--- src/rtl/tx_report_sched_pkg.sv ---
// Shared encodings and constants for the UART TX report scheduler.
package tx_report_sched_pkg;

  // Top-level controller states.
  typedef enum logic [1:0] {
    ST_IDLE = 2'd0,
    ST_ECHO = 2'd1,
    ST_CONV = 2'd2,
    ST_REP  = 2'd3
  } state_t;

  // Per-byte handshake with the UART transmitter.
  typedef enum logic [1:0] {
    TX_START   = 2'd0,
    TX_WAIT_HI = 2'd1,
    TX_WAIT_LO = 2'd2
  } tx_state_t;

  localparam logic [7:0]  ASCII_Q    = 8'h71;
  localparam logic [7:0]  ASCII_CR   = 8'h0D;
  localparam logic [7:0]  ASCII_LF   = 8'h0A;
  localparam logic [7:0]  ASCII_ZERO = 8'h30;

  // Largest value that fits the four-digit report.
  localparam logic [31:0] SAT_LIMIT  = 32'd9999;

  localparam int          BCD_W      = 16;
  localparam logic [2:0]  LAST_IDX   = 3'd5;

  // Byte idx of the report frame: four ASCII digits, then CR, then LF.
  function automatic logic [7:0] frame_byte(input logic [2:0] idx, input logic [BCD_W-1:0] bcd);
    logic [7:0] b;
    case (idx)
      3'd0:    b = ASCII_ZERO + {4'd0, bcd[15:12]};
      3'd1:    b = ASCII_ZERO + {4'd0, bcd[11:8]};
      3'd2:    b = ASCII_ZERO + {4'd0, bcd[7:4]};
      3'd3:    b = ASCII_ZERO + {4'd0, bcd[3:0]};
      3'd4:    b = ASCII_CR;
      default: b = ASCII_LF;
    endcase
    return b;
  endfunction

endpackage

--- src/rtl/tx_report_sched_bin2bcd_dd.sv ---
// Sequential double-dabble binary to 4-digit BCD converter.
// One shift per cycle; done pulses once, W cycles after start is seen.
// The result stays on bcd until the next start.
module bin2bcd_dd
  import tx_report_sched_pkg::*;
#(
  parameter int W = 14
) (
  input  logic             clk,
  input  logic             reset,
  input  logic             start,
  input  logic [W-1:0]     bin,
  output logic             done,
  output logic [BCD_W-1:0] bcd
);

  localparam int CNT_W = $clog2(W + 1);

  logic [W-1:0]     shreg;
  logic [CNT_W-1:0] remaining;
  logic             busy;
  logic [BCD_W-1:0] adjusted;

  // Add 3 to every digit that would exceed 9 after the next left shift.
  always_comb begin
    // NOTE: assign a default before any conditional update so no latch is inferred.
    adjusted = bcd;
    for (int d = 0; d < BCD_W / 4; d++) begin
      if (bcd[4*d +: 4] > 4'd4) adjusted[4*d +: 4] = bcd[4*d +: 4] + 4'd3;
    end
  end

  // Load on start, then shift the binary value into the BCD register bit by bit.
  always_ff @(posedge clk or posedge reset) begin
    if (reset) begin
      shreg     <= '0;
      remaining <= '0;
      busy      <= 1'b0;
      done      <= 1'b0;
      bcd       <= '0;
    end else begin
      done <= 1'b0;
      if (start) begin
        shreg     <= bin;
        bcd       <= '0;
        remaining <= CNT_W'(W);
        busy      <= 1'b1;
      end else if (busy) begin
        bcd       <= {adjusted[BCD_W-2:0], shreg[W-1]};
        shreg     <= shreg << 1;
        remaining <= remaining - CNT_W'(1);
        if (remaining == CNT_W'(1)) begin
          busy <= 1'b0;
          done <= 1'b1;
        end
      end
    end
  end

endmodule

--- src/rtl/tx_report_sched.sv ---
// Shares one UART transmitter between byte echo and a periodic/on-demand
// decimal report of the counter value ("dddd\r\n").
// An echo waits in a one-entry buffer; a report frame, once started, is never interrupted.
module tx_report_sched
  import tx_report_sched_pkg::*;
#(
  parameter int CLK_HZ        = 100_000_000,
  parameter int REPORT_PERIOD = CLK_HZ,
  parameter int COUNT_W       = 14
) (
  input  logic               clk,
  input  logic               reset,
  input  logic [7:0]         i_rx_data,
  input  logic               i_rx_done,
  input  logic [COUNT_W-1:0] i_count,
  input  logic               i_run_on,
  input  logic               i_tx_busy,
  output logic               o_tx_start,
  output logic [7:0]         o_tx_data,
  output logic               o_report_busy
);

  localparam int               PER_W    = (REPORT_PERIOD > 1) ? $clog2(REPORT_PERIOD) : 1;
  localparam logic [PER_W-1:0] PER_LAST = PER_W'(REPORT_PERIOD - 1);

  state_t             state;
  tx_state_t          tx_state;
  logic [2:0]         byte_idx;
  logic               echo_pend;
  logic [7:0]         echo_buf;
  logic               rep_pend;
  logic [PER_W-1:0]   per_cnt;
  logic               tick;
  logic               rep_trig;
  logic               rep_launch;
  logic               rep_active;
  logic               conv_start;
  logic [COUNT_W-1:0] conv_bin;
  logic               conv_done;
  logic [BCD_W-1:0]   bcd;

  assign tick     = i_run_on && (per_cnt == PER_LAST);
  assign rep_trig = tick || (i_rx_done && (i_rx_data == ASCII_Q));

  // A report leaves IDLE only when no echo is waiting and the transmitter is free.
  assign rep_launch = (state == ST_IDLE) && !i_tx_busy && !echo_pend && rep_pend;
  // Triggers landing while a report is launching or running fold into that report.
  assign rep_active = rep_launch || (state == ST_CONV) || (state == ST_REP);

  // Period counter: runs only while the upcounter runs, held at zero otherwise.
  always_ff @(posedge clk or posedge reset) begin
    if (reset) begin
      per_cnt <= '0;
    end else if (!i_run_on || tick) begin
      per_cnt <= '0;
    end else begin
      per_cnt <= per_cnt + PER_W'(1);
    end
  end

  bin2bcd_dd #(.W(COUNT_W)) u_bcd (
    .clk   (clk),
    .reset (reset),
    .start (conv_start),
    .bin   (conv_bin),
    .done  (conv_done),
    .bcd   (bcd)
  );

  // Arbitration, per-byte TX handshake and request capture with registered outputs.
  always_ff @(posedge clk or posedge reset) begin
    if (reset) begin
      state         <= ST_IDLE;
      tx_state      <= TX_START;
      byte_idx      <= '0;
      echo_pend     <= 1'b0;
      echo_buf      <= '0;
      rep_pend      <= 1'b0;
      conv_start    <= 1'b0;
      conv_bin      <= '0;
      o_tx_start    <= 1'b0;
      o_tx_data     <= '0;
      o_report_busy <= 1'b0;
    end else begin
      // NOTE: non-blocking throughout, so every branch sees the pre-edge values.
      o_tx_start <= 1'b0;
      conv_start <= 1'b0;

      case (state)
        ST_IDLE: begin
          if (!i_tx_busy && echo_pend) begin
            state      <= ST_ECHO;
            tx_state   <= TX_START;
            o_tx_start <= 1'b1;
            o_tx_data  <= echo_buf;
            echo_pend  <= 1'b0;
          end else if (rep_launch) begin
            state         <= ST_CONV;
            rep_pend      <= 1'b0;
            o_report_busy <= 1'b1;
            conv_start    <= 1'b1;
            conv_bin      <= (32'(i_count) > SAT_LIMIT) ? COUNT_W'(SAT_LIMIT) : i_count;
          end
        end

        ST_ECHO: begin
          case (tx_state)
            TX_START:   tx_state <= TX_WAIT_HI;
            TX_WAIT_HI: if (i_tx_busy) tx_state <= TX_WAIT_LO;
            default:    if (!i_tx_busy) state <= ST_IDLE;
          endcase
        end

        ST_CONV: begin
          if (conv_done) begin
            state      <= ST_REP;
            byte_idx   <= '0;
            tx_state   <= TX_START;
            o_tx_start <= 1'b1;
            o_tx_data  <= frame_byte(3'd0, bcd);
          end
        end

        default: begin
          case (tx_state)
            TX_START:   tx_state <= TX_WAIT_HI;
            TX_WAIT_HI: if (i_tx_busy) tx_state <= TX_WAIT_LO;
            default: begin
              if (!i_tx_busy) begin
                if (byte_idx == LAST_IDX) begin
                  state         <= ST_IDLE;
                  byte_idx      <= '0;
                  o_report_busy <= 1'b0;
                end else begin
                  byte_idx   <= byte_idx + 3'd1;
                  tx_state   <= TX_START;
                  o_tx_start <= 1'b1;
                  o_tx_data  <= frame_byte(byte_idx + 3'd1, bcd);
                end
              end
            end
          endcase
        end
      endcase

      // Capture comes last so a new arrival wins over a same-cycle clear.
      if (i_rx_done) begin
        echo_buf  <= i_rx_data;
        echo_pend <= 1'b1;
      end
      if (rep_trig && !rep_active) rep_pend <= 1'b1;
    end
  end

endmodule

--- config.mk ---
export PLATFORM = sky130hd
export DESIGN_NAME = tx_report_sched
export DESIGN_NICKNAME = d
export VERILOG_FILES = /design/src/rtl/tx_report_sched_pkg.sv /design/src/rtl/tx_report_sched_bin2bcd_dd.sv /design/src/rtl/tx_report_sched.sv
export SDC_FILE = /design/constraint.sdc
export NUM_CORES = 1
export LEC_CHECK = 0
export BUFFER_PORTS_ARGS = -buffer_cell sky130_fd_sc_hd__buf_2
export CAP_MARGIN = 20
export CELL_PAD_IN_SITES_DETAIL_PLACEMENT = 1
export CELL_PAD_IN_SITES_GLOBAL_PLACEMENT = 1
export CORE_ASPECT_RATIO = 1.4
export CORE_MARGIN = 2
export CORE_UTILIZATION = 49
export DETAILED_ROUTE_END_ITERATION = 6
export PLACE_DENSITY = 0.82
export SLEW_MARGIN = 20
export SYNTH_ARGS = -nofsm -noshare
export SYNTH_HDL_FRONTEND = slang
export SYNTH_HIERARCHICAL = 1
export SYNTH_SLANG_ARGS = --single-unit
export TNS_END_PERCENT = 30
--- constraint.sdc ---
create_clock -name clk -period 5.25 [get_ports clk]
set_input_delay 1.05 -clock clk [delete_from_list [all_inputs] [get_ports clk]]
set_output_delay 1.05 -clock clk [all_outputs]
set_load 0.01 [all_outputs]
==> flow_summary.toml <==
[outcome]
status = "finished, final reports clean"

[placed_design]
place_area_sq_mm = 0.00557
dp_hpwl_um = 8960
dp_cells = 689
place_congestion = 0.856
preCtsSetupSlack_ns = 2.39
io_buffers = 36

[finish]
multiInputGateArea_sq_mm = 0.00245
final_cell_mix = "dfrtp_1 (105), nand2_1 (55), nor2_1 (50)"
antenna_cells = 0
nFillCells = 1189
syn2layout_area_growth_pct = 11.0
utilization_pct = 56.1
layout.cells.non_filler = 704
layout.cells.most_common = "dfrtp_1"
drive_above_1_share_pct = 13.3
register_area_sq_mm = 0.00263
fin_nets = 600
finalInstanceArea_sq_mm = 0.00587

[worst_setup_path]
cp.required_ns = 5.49
worstPathMaxFanout = 16
r2r_slack_ns = 2.39
worstSetupPathType = "flip-flop to flip-flop"
worstReg2RegEnd = "conv_bin[1]"
r2r-start = "state[0]"
start_kind = "flip-flop"
crit_path_end_kind = "flip-flop"
reg2reg_depth = 7
arrival_ns = 3.09

[flow_run]
drv_cap = 0

[synth]
async_reset_ff_share_pct = 100
synth-adder-area-share_pct = 2.60
synthFlopType = "dfrtp_1"
yosysWarningCount = 6
synth_compound_area_share_pct = 14.9
seq_area_frac_synth_pct = 49.7
ys_ff_latch = 105
synth.avg_cell_area_sq_um = 9.92
synth-simple-area-share_pct = 19.0
synthTopCellsByArea = "dfrtp_1 (50%), nand2_1 (3.9%), o21ai_0 (3.9%), nor2_1 (3.5%), mux2i_1 (3.0%)"
synth_edf_count = 0
synth_top_area_share_pct = 49.7
synth_xor_area_share_pct = 4.31
synthMuxAreaShare_pct = 5.58
syn_inst = 533
synth_area_sq_mm = 0.00529
synth_nets = 571
synth_top_cell_by_area = "dfrtp_1"
synth_cell_types = 60
synth_top_family_by_area = "simple AND/OR/NAND/NOR gates"

[global_route]
antenna_found_initial = 0
grt_pass1_vias = 4401
grt_pass1_wl_um = 21800
grt_usage_pct = 23.3
grt_max_degree = 70
overflow = 0

[power]
pwr_density_cell_mw_per_mm2 = 437
intPower_mw = 1.65
p_leak_nw = 2.59
peakVddDrop_v = 0.000231
power.share.combinational_pct = 29.7
pwr-share-seq_pct = 43.4
clkPwrFrac_pct = 26.9
p_sw_share_pct = 35.5
totalPowerFinal_mw = 2.57
p_switching_mw = 0.912

[die]
die_y_um = 127
placementRows = 44
start_util_pct = 50.6
die_area_sq_mm = 0.0116
core_sq_mm = 0.0105
pin_count = 37
fp.dieW_um = 91.8

[clock_tree]
cts_repair_resize_count = 0
clock-root-buffer = "clkbuf_16"
numCtsBuffers = 9
htreeDepth = 3
insertion_delay_ns = 0.35
clock-sinks = 105
post_cts_buffers = 0
path_clk_slew_ns = 0.07
tritoncts = "built"
clock_path_buffers = 2
hold_buffers = 0

[sta]
fmax_ghz = 0.350
slew_viol_final = 0
rsz0062_at_grt = "false"
setup_viol = 0
whs_ns = 0.504
finalHoldViolations = 0
tightest_slew_ns = 0.885
max_slew_margin_pct = 41.0
period_minus_slack_ns = 2.86
timing.final.ws_setup_ns = 2.39
fin_crit_sh_pct = 54.4
skew_ns = 0.0102
finalSetupTns_ns = 0

[detailed_routing]
drtPass1Iterations = 4
routed_via_density = 5.86
wl_per_cell_um = 18.3
postRouteAntennaNets = 0
route.detailed.drc = 0
vias = 4124
totalWireLength_um = 12900
first_iter_violations = 178

[hold_path]
hold_path_end = "u_bcd/shreg[2]"
min_path_type = "flip-flop to flip-flop"
hp-start = "conv_bin[2]"
holdPathStages = 2
## cell type report
| cell class | count | area share (%) |
|---|---|---|
| Clock buffer | 10 | 4.07 |
| Timing Repair Buffer | 41 | 3.71 |
| Sequential cell | 105 | 44.8 |
| Clock inverter | 5 | 1.11 |
| Inverter | 26 | 1.66 |
| Tap cell | 138 | 2.94 |
| Multi-Input combinational cell | 379 | 41.8 |
## critical path, stage by stage, from the launching register on
cell,delay [ns]
dfrtp_1,0.41
inv_1,0.11
ha_1,0.52
nor2b_1,0.35
nand3_1,0.36
inv_1,0.44
nand2_1,0.28
o22a_1,0.26
## cells in the mapped netlist (9+ instances only)
cell / count
ha_1: 11
xnor2_1: 9
o21ai_0: 41
nand2b_1: 10
mux2_2: 12
nor3_1: 10
xor2_1: 17
dfrtp_1: 105
mux2i_1: 16
nor2_1: 50
a21oi_1: 13
inv_1: 25
nand2_1: 55
clkbuf_1: 11
nand3_1: 26
## flip-flops by register name, summed over array words and instances, names as in the netlist
register         flops
u_bcd/shreg         14
echo_pend            1
o_tx_data            8
rep_pend             1
u_bcd/bcd           16
o_report_busy        1
echo_buf             8
u_bcd/done           1
tx_state             2
u_bcd/busy           1
o_tx_start           1
u_bcd/remaining      4
conv_start           1
state                2
per_cnt             27
conv_bin            14
byte_idx             3
## power groups by stage
stage	combinational (mW)	sequential (mW)	clock (mW)
after floorplan	0.572	1.07	0
after global placement	0.697	1.12	0
after detailed placement	0.752	1.12	0
after CTS	0.764	1.11	0.703
after global routing	0.848	1.14	0.726
final	0.762	1.11	0.690
## cells by family (layout without fill, tap and decap cells)
| kind of cell | Yosys count | in the layout |
|---|---|---|
| AO/OA/AOI/OAI | 116 | 116 |
| XOR/XNOR | 26 | 26 |
| adder cells (fa/ha/maj) | 11 | 11 |
| buffers and inverters | 49 | 82 |
| flip-flops | 105 | 105 |
| multiplexers | 28 | 28 |
| AND/OR/NAND/NOR | 198 | 198 |
## metal layers
metal / share of wire (%) / track usage [%] / wire [um] / up-vias
met4: 2.0 / 8.34 / 263 / 0
met3: 2.2 / 2.43 / 284 / 18
met2: 53 / 41.6 / 6900 / 62
li1: - / - / - / 1944
met1: 42 / 29.4 / 5470 / 2100
met5: 0 / 0 / 0 / -
## how the worst max path moves through the flow
stage / from / endpoint / depth (start not counted)
6_report: state[0] / conv_bin[1] / 7
5_1_grt: state[1] / conv_bin[1] / 7
4_1_cts: state[0] / conv_bin[1] / 7
3_5_place_dp: i_tx_busy / conv_bin[1] / 6
3_3_place_gp: i_tx_busy / conv_bin[8] / 6
2_1_floorplan: reset / byte_idx[0] / 1
(Power assumes the default switching activity.)
